[config.mk]
export PLATFORM = sky130hd
export DESIGN_NAME = force_release_bank_flat
export DESIGN_NICKNAME = d
export VERILOG_FILES = /design/src/rtl/force_release_pkg.sv /design/src/rtl/force_release_bank_if.sv /design/src/rtl/force_release_chan.sv /design/src/rtl/force_release_bank.sv /design/src/flat_wrapper.sv
export SDC_FILE = /design/constraint.sdc
export NUM_CORES = 1
export LEC_CHECK = 0
export CORE_ASPECT_RATIO = 0.5
export CORE_MARGIN = 3
export CORE_UTILIZATION = 29
export DETAILED_ROUTE_END_ITERATION = 6
export PLACE_DENSITY_LB_ADDON = 0.3
export SLEW_MARGIN = 15
export SYNTH_ARGS = -nofsm -noshare
export SYNTH_HDL_FRONTEND = slang
export SYNTH_SLANG_ARGS = --single-unit
[constraint.sdc]
create_clock -name clk -period 4.5 [get_ports clk]
set_clock_uncertainty 0.2 [all_clocks]
set_input_delay 0.45 -clock clk [delete_from_list [all_inputs] [get_ports clk]]
set_output_delay 0.45 -clock clk [all_outputs]
set_load 0.01 [all_outputs]
[src/rtl/force_release_pkg.sv]
// Shared encodings for the force/release bank: command opcodes, FSM states
// and the channel-index width helper.
package force_release_pkg;

    typedef enum logic [1:0] {
        OP_NOP         = 2'd0,
        OP_FORCE       = 2'd1,
        OP_RELEASE     = 2'd2,
        OP_RELEASE_ALL = 2'd3
    } op_t;

    typedef enum logic {
        ST_IDLE  = 1'b0,
        ST_APPLY = 1'b1
    } state_t;

    function automatic int chan_width(input int n);
        return (n > 1) ? $clog2(n) : 1;
    endfunction

endpackage

[src/rtl/force_release_bank_if.sv]
// Command port of the force/release bank: one command per valid&ready beat;
// the bank deasserts ready for the cycle in which it applies a command.
interface force_release_bank_if #(
    parameter int NCH = 4,
    parameter int W   = 4,
    parameter int DW  = 8,
    parameter int CW  = force_release_pkg::chan_width(NCH)
);
    logic          cmd_valid;
    logic          cmd_ready;
    logic [1:0]    cmd_op;
    logic [CW-1:0] cmd_chan;
    logic [W-1:0]  cmd_value;
    logic [DW-1:0] cmd_dur;

    modport master (
        output cmd_valid, cmd_op, cmd_chan, cmd_value, cmd_dur,
        input  cmd_ready
    );

    modport slave (
        input  cmd_valid, cmd_op, cmd_chan, cmd_value, cmd_dur,
        output cmd_ready
    );
endinterface

[src/rtl/force_release_chan.sv]
// One channel: force value, duration timer, held (variable) value and output mux.
// Output registered one cycle after its inputs; no backpressure, acts on every strobe.
module force_release_chan #(
    parameter int W        = 4,
    parameter int DW       = 8,
    parameter int VAR_MODE = 0
) (
    input  logic          clk,
    input  logic          reset,
    input  logic          force_i,
    input  logic          release_i,
    input  logic [W-1:0]  fval_i,
    input  logic [DW-1:0] dur_i,
    input  logic [W-1:0]  drv_i,
    input  logic          we_i,
    output logic [W-1:0]  out_o,
    output logic          forced_o,
    output logic          expired_o
);
    logic [W-1:0]  fval_q, fval_d;
    logic [W-1:0]  held_q, held_d;
    logic [W-1:0]  out_q, out_d;
    logic [DW-1:0] timer_q, timer_d;
    logic          forced_q, forced_d;
    logic          expired_q;
    logic          expire;

    always_comb begin
        // A command landing on this channel pre-empts its own expiry.
        expire   = forced_q && (timer_q == DW'(1)) && !force_i && !release_i;
        forced_d = forced_q;
        fval_d   = fval_q;
        timer_d  = timer_q;
        held_d   = held_q;
        if (we_i && !forced_q) begin
            held_d = drv_i;
        end
        if (force_i) begin
            forced_d = 1'b1;
            fval_d   = fval_i;
            timer_d  = dur_i;
        end else if (release_i || expire) begin
            forced_d = 1'b0;
            timer_d  = '0;
            held_d   = fval_q;
        end else if (forced_q && (timer_q != '0)) begin
            timer_d = timer_q - DW'(1);
        end
        // Resolve from next-state so a force shows on the cycle after it is applied.
        out_d = forced_d ? fval_d : ((VAR_MODE != 0) ? held_d : drv_i);
    end

    always_ff @(posedge clk) begin
        if (reset) begin
            fval_q    <= '0;
            held_q    <= '0;
            out_q     <= '0;
            timer_q   <= '0;
            forced_q  <= 1'b0;
            expired_q <= 1'b0;
        end else begin
            fval_q    <= fval_d;
            held_q    <= held_d;
            out_q     <= out_d;
            timer_q   <= timer_d;
            forced_q  <= forced_d;
            expired_q <= expire;
        end
    end

    assign out_o     = out_q;
    assign forced_o  = forced_q;
    assign expired_o = expired_q;
endmodule

[src/rtl/force_release_bank.sv]
// Multi-channel force/release controller: accepts a command, applies it the next cycle.
// Latency: outputs registered, force visible the cycle after APPLY; ready drops during APPLY.
module force_release_bank
    import force_release_pkg::*;
#(
    parameter int NCH      = 4,
    parameter int W        = 4,
    parameter int DW       = 8,
    parameter int VAR_MODE = 0
) (
    input  logic                 clk,
    input  logic                 reset,
    force_release_bank_if.slave  cmd,
    input  logic [NCH*W-1:0]     drv_value,
    input  logic [NCH-1:0]       drv_we,
    output logic [NCH*W-1:0]     out_value,
    output logic [NCH-1:0]       forced,
    output logic [NCH-1:0]       expired,
    output logic                 cmd_err
);
    localparam int CW = chan_width(NCH);

    state_t        state_q, state_d;
    op_t           op_q;
    logic [CW-1:0] chan_q;
    logic [W-1:0]  value_q;
    logic [DW-1:0] dur_q;

    logic           ready;
    logic           apply_en;
    logic           accept;
    logic           chan_ok;
    logic [NCH-1:0] sel;
    logic [NCH-1:0] force_vec;
    logic [NCH-1:0] rel_vec;
    logic           err;

    always_ff @(posedge clk) begin
        if (reset) begin
            state_q <= ST_IDLE;
        end else begin
            state_q <= state_d;
        end
    end

    always_comb begin
        state_d = state_q;
        case (state_q)
            ST_IDLE:  if (cmd.cmd_valid) state_d = ST_APPLY;
            ST_APPLY: state_d = ST_IDLE;
            default:  state_d = ST_IDLE;
        endcase
    end

    always_comb begin
        ready    = 1'b0;
        apply_en = 1'b0;
        case (state_q)
            ST_IDLE:  ready    = 1'b1;
            ST_APPLY: apply_en = 1'b1;
            default:  ready    = 1'b0;
        endcase
    end

    assign cmd.cmd_ready = ready;
    assign accept        = cmd.cmd_valid && ready;

    always_ff @(posedge clk) begin
        if (reset) begin
            op_q    <= OP_NOP;
            chan_q  <= '0;
            value_q <= '0;
            dur_q   <= '0;
        end else if (accept) begin
            op_q    <= op_t'(cmd.cmd_op);
            chan_q  <= cmd.cmd_chan;
            value_q <= cmd.cmd_value;
            dur_q   <= cmd.cmd_dur;
        end
    end

    // Channel index may exceed NCH when NCH is not a power of two.
    always_comb begin
        chan_ok   = 32'(chan_q) < 32'(NCH);
        sel       = chan_ok ? (NCH'(1) << chan_q) : '0;
        force_vec = '0;
        rel_vec   = '0;
        err       = 1'b0;
        if (apply_en) begin
            case (op_q)
                OP_FORCE: begin
                    force_vec = sel;
                    err       = !chan_ok;
                end
                OP_RELEASE: begin
                    rel_vec = sel & forced;
                    err     = !chan_ok || ((sel & forced) == '0);
                end
                OP_RELEASE_ALL: rel_vec = forced;
                default: ;
            endcase
        end
    end

    assign cmd_err = err;

    for (genvar c = 0; c < NCH; c++) begin : g_chan
        force_release_chan #(
            .W        (W),
            .DW       (DW),
            .VAR_MODE (VAR_MODE)
        ) u_chan (
            .clk       (clk),
            .reset     (reset),
            .force_i   (force_vec[c]),
            .release_i (rel_vec[c]),
            .fval_i    (value_q),
            .dur_i     (dur_q),
            .drv_i     (drv_value[c*W +: W]),
            .we_i      (drv_we[c]),
            .out_o     (out_value[c*W +: W]),
            .forced_o  (forced[c]),
            .expired_o (expired[c])
        );
    end
endmodule

[src/flat_wrapper.sv]
// flat-port wrapper written by rule: the top's interface ports become plain ports
module force_release_bank_flat import force_release_pkg::*;
#(
    parameter int NCH      = 4,
    parameter int W        = 4,
    parameter int DW       = 8,
    parameter int VAR_MODE = 0
)
  (clk, reset, drv_value, drv_we, out_value, forced, expired, cmd_err, cmd_cmd_valid, cmd_cmd_op, cmd_cmd_chan, cmd_cmd_value, cmd_cmd_dur, cmd_cmd_ready);
  force_release_bank_if #(.NCH(NCH), .W(W), .DW(DW)) cmd_i ();
  input  logic clk;
  input  logic reset;
  input  logic [NCH*W-1:0] drv_value;
  input  logic [NCH-1:0] drv_we;
  output logic [NCH*W-1:0] out_value;
  output logic [NCH-1:0] forced;
  output logic [NCH-1:0] expired;
  output logic cmd_err;
  input wire logic [$bits(cmd_i.cmd_valid)-1:0] cmd_cmd_valid;
  input wire logic [$bits(cmd_i.cmd_op)-1:0] cmd_cmd_op;
  input wire logic [$bits(cmd_i.cmd_chan)-1:0] cmd_cmd_chan;
  input wire logic [$bits(cmd_i.cmd_value)-1:0] cmd_cmd_value;
  input wire logic [$bits(cmd_i.cmd_dur)-1:0] cmd_cmd_dur;
  output wire logic [$bits(cmd_i.cmd_ready)-1:0] cmd_cmd_ready;
  assign cmd_i.cmd_valid = cmd_cmd_valid;
  assign cmd_i.cmd_op = cmd_cmd_op;
  assign cmd_i.cmd_chan = cmd_cmd_chan;
  assign cmd_i.cmd_value = cmd_cmd_value;
  assign cmd_i.cmd_dur = cmd_cmd_dur;
  assign cmd_cmd_ready = cmd_i.cmd_ready;
  force_release_bank #(.NCH(NCH), .W(W), .DW(DW), .VAR_MODE(VAR_MODE)) u_core (.clk(clk), .reset(reset), .cmd(cmd_i), .drv_value(drv_value), .drv_we(drv_we), .out_value(out_value), .forced(forced), .expired(expired), .cmd_err(cmd_err));
endmodule
==> results_dict.tcl, run 1 <==
set metrics [dict create \
    die_area_mm2 0.0171 \
    clk_transition_reported_paths_ns 0.06 \
    cts_repair_resize_count 0 \
    synth_top_family_by_area "simple AND/OR/NAND/NOR gates" \
    grt_start_max_net_pins 53 \
    ys_seq_elements 89 \
    number_of_antenna_violations_at_the_first_check_in_global_routing 0 \
    synth-compound-area-share_pct 21.9 \
    hpwlAfterDp_um 8060 \
    fillCellCount 1526 \
    endpoint_of_the_worst_register_to_register_path "u_core.g_chan[1].u_chan.out_o[1]" \
    endpoint "cmd_err" \
    grt_pass1_vias 3715 \
    final_antenna_net_count 0 \
    cp_arrival_ns 2.32 \
    maxSlewHeadroom_pct 34.0 \
    vias_per_cell 5.03 \
    crit_chain "mux4_2, nor3_1, clkdlybuf4s50_1" \
    worst_setup_path_startpoint "u_core.chan_q[1]" \
    ys_async_sr_fraction_pct 0 \
    clock_tree_from_tritoncts "yes" \
    final.setup.tns_ns 0 \
    post-cts-setup-buffers 0 \
    post_synth_most_frequent_cells "89 x dfxtp_1, 82 x nand2_1, 33 x a21oi_1, 33 x nor2_1, 21 x nor3_1" \
    crit_required_ns 3.85 \
    die-width_um 182 \
    drt_drc_violations_left 0 \
    wire_length_of_the_first_global_routing_pass_um 19200 \
    holdCritPathClass "reg2reg" \
    unrepaired_setup_endpoints_after_global_routing "false" \
    synthTopCellsByArea "dfxtp_1 40%, nand2_1 6.8%, a21oi_1 3.7%" \
    dr.pass1.iters 4 \
    critical_path.max_fanout 11 \
    cts_num_sinks 89 \
    place_congestion 0.820 \
    leakage_nw 2.13 \
    global_route.usage.total_pct 14.1 \
    timing.critical_path.slowest_stage_cell "clkdlybuf4s50_1" \
    post_drt_wl_per_cell_um 15.5 \
    detailroute.via_count 3787 \
    clk-insertion-delay-late_ns 0.34 \
    yosys.area_share.adder_pct 2.23 \
    worst_hold_slack_ns 0.266 \
    synth_top_cell_by_area "dfxtp_1" \
    cts_buffer_depth 2 \
    io-pin-count 65 \
    flow.area_growth_from_synthesis_pct 20.8 \
    synth_simple_gate_area_share_pct 23.6 \
    final_hold_viol_count 0 \
    max-vdd-ir-drop_v 0.000143 \
    avgSynthCellArea_um2 8.73 \
    netlist_area_mm2 0.00450 \
    synthDominantCellAreaShare_pct 39.6 \
    synth-edff-count 0 \
    power.density_cell_area_mw_per_mm2 316 \
    fmax_mhz 336 \
    antenna-diode-count 0 \
    numCtsBuffers 9 \
    endpoint_kind "output port" \
    yosysWarnings 0 \
    postCtsHoldBufs 0 \
    die_y_um 94.0 \
    timing_worst_slew_pin_value_ns 0.986 \
    yosysSeqAreaShare_pct 39.6 \
    max_stage_delay_ns 0.59 \
    initial_core_util_pct 30.3 \
    slew_viol_final 0 \
    synth.lib_cells_used.distinct 77 \
    synth_most_common_cell "dfxtp_1" \
    drt_wl_total_um 11700 \
    row_count 31 \
    placement.io_buffers 60 \
    timing.reg2reg.worst_path_depth 4 \
    path_class "reg2out" \
    finalCritPeriodShare_pct 66.1 \
    synth.area.mux_share_pct 4.68 \
    synthFlopType "dfxtp_1" \
    report.final.setup_viol 0 \
    layout_min_cycle_time_ns 2.97 \
    yosys.area_share.xor_xnor_pct 1.36 \
    first_iter_violations 192 \
    critical_path.reg2reg.startpoint "u_core.state_q" \
    core_mm2 0.0148 \
    drive_above_1_share_pct 11.0 \
    startpoint_type "flip-flop" \
    status "complete, no violations" \
    cell_count_after_synthesis 515 \
    max-cap-violations 0 \
    syn_nets 562 \
    ctsHtreeMaxLevel 3 \
    grt_overflow_total 0 \
    reg2reg_slack_ns 2.12 \
    layout.nets 598 \
    clockRootBuffer "clkbuf_16" \
]
[cells in the final DEF, fill, tap and decap left out, types with 5 or more instances in the layout]
cell             count
a21o_1              15
a21oi_1             33
a22oi_1              9
a311oi_1             5
a31oi_1              5
clkbuf_16            9
clkdlybuf4s50_1     59
dfxtp_1             89
ha_1                 8
inv_1               18
mux2_2               6
mux2i_1             12
nand2_1             82
nand3_1             16
nor2_1              33
nor2b_1              7
nor3_1              21
nor3b_1              9
o21ai_1              8
o311a_1              5
xnor2_1              6
[final cells by class]
| class | count | area (um2) | area share (%) |
|---|---|---|---|
| Tap cell | 198 | 248 | 4.56 |
| Clock buffer | 10 | 239 | 4.40 |
| Clock inverter | 5 | 56.3 | 1.04 |
| Inverter | 19 | 71.3 | 1.31 |
| Multi-Input combinational cell | 369 | 2420 | 44.5 |
| Timing Repair Buffer | 63 | 618 | 11.4 |
| Sequential cell | 89 | 1780 | 32.8 |
[cells by family (layout without fill, tap and decap cells)]
| logic type | count (synthesis) | in the layout |
|---|---|---|
| AND/OR/NAND/NOR | 205 | 205 |
| AO/OA/AOI/OAI | 130 | 130 |
| flip-flops | 89 | 89 |
| buffers and inverters | 57 | 97 |
| multiplexers | 19 | 19 |
| adder cells (fa/ha/maj) | 8 | 8 |
| XOR/XNOR | 7 | 7 |
[where the power goes]
part           total (mW)  switching, mW  internal [mW]  leakage, nW
clock               0.749          0.308          0.441        0.144
sequential          0.836         0.0286          0.807        0.724
combinational       0.130         0.0585         0.0717         1.26
[state kept, by name, summed over array words and instances (netlist names), 2 cells and up]
signal,cells
u_core.g_chan.u_chan.timer_q,32
u_core.g_chan.u_chan.fval_q,16
u_core.g_chan.u_chan.out_o,16
u_core.dur_q,8
u_core.g_chan.u_chan.expired_o,4
u_core.g_chan.u_chan.forced_o,4
u_core.value_q,4
u_core.chan_q,2
u_core.op_q,2
[per-stage QoR]
| step | power [mW] | instances | area (um2) | setup WS, ns | utilization (%) |
|---|---|---|---|---|---|
| after floorplan | 0.915 | 515 | 4500 | 2.53 | - |
| after global placement | 0.984 | 738 | 5140 | 1.85 | 34.7 |
| after detailed placement | 0.984 | 738 | 5140 | 1.85 | 34.7 |
| after CTS | 1.73 | 753 | 5430 | 1.48 | 36.7 |
| after global routing | 1.78 | 753 | 5430 | 1.41 | 36.7 |
| final | 1.72 | 753 | 5430 | 1.53 | 36.7 |
[how the worst min path moves through the flow]
stage | cells after the start | end | slack (ns) | start
after detailed placement | 2 | u_core.g_chan[1].u_chan.fval_q[3] | 0.26 | u_core.g_chan[1].u_chan.fval_q[3]
after CTS | 2 | u_core.g_chan[0].u_chan.fval_q[2] | 0.27 | u_core.g_chan[0].u_chan.fval_q[2]
after floorplan | 2 | u_core.g_chan[1].u_chan.fval_q[0] | 0.24 | u_core.g_chan[1].u_chan.fval_q[0]
after global routing | 2 | u_core.g_chan[0].u_chan.fval_q[2] | 0.29 | u_core.g_chan[0].u_chan.fval_q[2]
after global placement | 2 | u_core.g_chan[1].u_chan.fval_q[3] | 0.25 | u_core.g_chan[1].u_chan.fval_q[3]
final | 2 | u_core.g_chan[1].u_chan.fval_q[3] | 0.27 | u_core.g_chan[1].u_chan.fval_q[3]
[critical path: cells and delay by family (launching register included)]
family | cells | cell delay, ns
simple gates | 1 | 0.26
mux | 1 | 0.55
buf+inv | 1 | 0.59
flops | 1 | 0.58
[per-layer routing]
| layer | track usage, % | vias to the layer above | part of all wire, % |
|---|---|---|---|
| met3 | 4.06 | 9 | 6.1 |
| met5 | 0 | - | 0 |
| li1 | - | 1922 | - |
| met1 | 19.0 | 1786 | 49 |
| met2 | 22.2 | 70 | 44 |
| met4 | 3.48 | 0 | 0.51 |
Note: power is estimated with default switching activity, not from simulation.
==> inputs of run 2 (changes only) <==
clock period = 2.39 ns   (was 4.5 ns; I/O delays follow)
==> results_dict.tcl, run 2 (synthesized netlist as in run 1, its figures left out) <==
set metrics [dict create \
    status "complete, no violations" \
    cts_buffer_depth 2 \
    dr.pass1.iters 4 \
    postCtsHoldBufs 0 \
    die-width_um 182 \
    layout.cells.most_common_list "89 x dfxtp_1, 82 x nand2_1, 58 x clkdlybuf4s50_1" \
    die_y_um 94.0 \
    leakage_nw 2.25 \
    core_mm2 0.0148 \
    unrepaired_setup_endpoints_after_global_routing "false" \
    design_area_mm2 0.00561 \
    layout_commonest_cell "dfxtp_1" \
    endpoint_of_the_worst_register_to_register_path "u_core.g_chan[1].u_chan.timer_q[2]" \
    first_iter_violations 189 \
    place_area_mm2 0.00531 \
    timing_worst_slew_pin_value_ns 0.597 \
    cp_arrival_ns 2.22 \
    initial_core_util_pct 30.3 \
    max-cap-violations 0 \
    critical_path.max_fanout 13 \
    clock_tree_from_tritoncts "yes" \
    largest_register_ff_count 32 \
    endpoint "u_core.g_chan[1].u_chan.timer_q[2]" \
    die_area_mm2 0.0171 \
    endpoint_kind "flip-flop" \
    final.setup.tns_ns 0 \
    largest-register "u_core.g_chan.u_chan.timer_q" \
    finalPower_mw 3.26 \
    cts_num_sinks 89 \
    layout.nets 620 \
    crit_required_ns 2.39 \
    startpoint_type "flip-flop" \
    global_route.usage.total_pct 14.4 \
    finalCritPeriodShare_pct 92.6 \
    grt_pass1_vias 3766 \
    holdCritPathClass "in2reg" \
    final_standard_cell_utilization_of_the_core_pct 37.9 \
    power.density_cell_area_mw_per_mm2 580 \
    critical_path.reg2reg.startpoint "u_core.op_q[0]" \
    io-pin-count 65 \
    ctsHtreeMaxLevel 3 \
    timing.critical_path.slowest_stage_cell "dfxtp_1" \
    place_congestion 0.849 \
    final_antenna_net_count 0 \
    reg2reg_slack_ns 0.18 \
    hpwlAfterDp_um 8410 \
    report.final.setup_viol 0 \
    maxSlewHeadroom_pct 60.1 \
    flow.area_growth_from_synthesis_pct 24.9 \
    max-vdd-ir-drop_v 0.000254 \
    detailroute.via_count 3878 \
    drt_wl_total_um 12000 \
    post-cts-setup-buffers 0 \
    path_class "reg2reg" \
    wire_length_of_the_first_global_routing_pass_um 19600 \
    max_stage_delay_ns 0.59 \
    clk_transition_reported_paths_ns 0.06 \
    clk-insertion-delay-late_ns 0.34 \
    placement.io_buffers 60 \
    slew_viol_final 0 \
    vias_per_cell 5.00 \
    numCtsBuffers 9 \
    timing.reg2reg.worst_path_depth 5 \
    antenna-diode-count 0 \
    drive_above_1_share_pct 14.5 \
    post_drt_wl_per_cell_um 15.5 \
    final_hold_viol_count 0 \
    grt_start_max_net_pins 80 \
    layout_min_cycle_time_ns 2.21 \
    fmax_mhz 452 \
    worst_setup_path_startpoint "u_core.op_q[0]" \
    number_of_antenna_violations_at_the_first_check_in_global_routing 0 \
    crit_chain "nand3_4, or3_1, o211ai_2, a2bb2oi_1, a311oi_1" \
    row_count 31 \
    clockRootBuffer "clkbuf_16" \
    worst_hold_slack_ns 0.218 \
    drt_drc_violations_left 0 \
    grt_overflow_total 0 \
]
==> run 2: cell count changes in the layout (fill, tap and decap cells not counted), sizes merged <==
cell / previous run / this run
dlygate4sd2: 0 / 1
clkdlybuf4s50: 59 / 58
clkinv: 3 / 2
inv: 19 / 20
clkinvlp: 1 / 2
buf: 4 / 26
==> run 2: layout make-up <==
class | instances | area, um2
clock buffer | 10 | 229
fill | 1513 | 9200
clock inverter | 6 | 67.6
multi-input combinational | 369 | 2420
timing repair buffer | 85 | 795
sequential | 89 | 1780
tap | 198 | 248
inverter | 19 | 71.3
==> run 2: timing repair <==
action / in CTS / in global routing
endpoints found under the hold margin: 0 / 0
gates resized for setup: 2 / 0
setup endpoints to repair: 1 / 0
==> run 2: layer usage <==
layer | wire length [um] | part of all wire, % | global-route usage, % | vias to the layer above
li1 | - | - | - | 1959
met1 | 5800 | 48 | 19.3 | 1822
met2 | 5330 | 44 | 23.0 | 87
met3 | 723 | 6.0 | 3.94 | 10
met4 | 141 | 1.2 | 3.48 | 0
met5 | 0 | 0 | 0 | -
==> run 2: worst min path at each step <==
stage | from | end | depth (start not counted)
after detailed placement | u_core.g_chan[1].u_chan.fval_q[3] | u_core.g_chan[1].u_chan.fval_q[3] | 2
after CTS | reset | u_core.state_q | 3
after floorplan | cmd_cmd_op[0] | u_core.op_q[0] | 2
after global placement | u_core.g_chan[0].u_chan.fval_q[3] | u_core.g_chan[0].u_chan.fval_q[3] | 2
final | reset | u_core.dur_q[2] | 3
after global routing | reset | u_core.g_chan[2].u_chan.fval_q[2] | 3
==> run 2: critical path: cells and delay by family (launching register included) <==
family / cells / cell delay, ns
AO/OA/AOI/OAI: 3 / 0.62
flip-flops: 1 / 0.59
AND/OR/NAND/NOR: 2 / 0.67
==> run 2: where the power goes <==
group | leakage [nW] | internal, mW | switching [mW]
registers | 0.724 | 1.52 | 0.0469
logic | 1.39 | 0.148 | 0.122
clock network | 0.139 | 0.815 | 0.608
total | 2.25 | 2.48 | 0.776
==> run 2: through the flow <==
stage,cells,worst slack [ns]
floorplan,515,0.441
finish,776,0.177
detailed placement,760,0.201
global route,776,0.00786
CTS,776,0.170
global placement,760,0.209
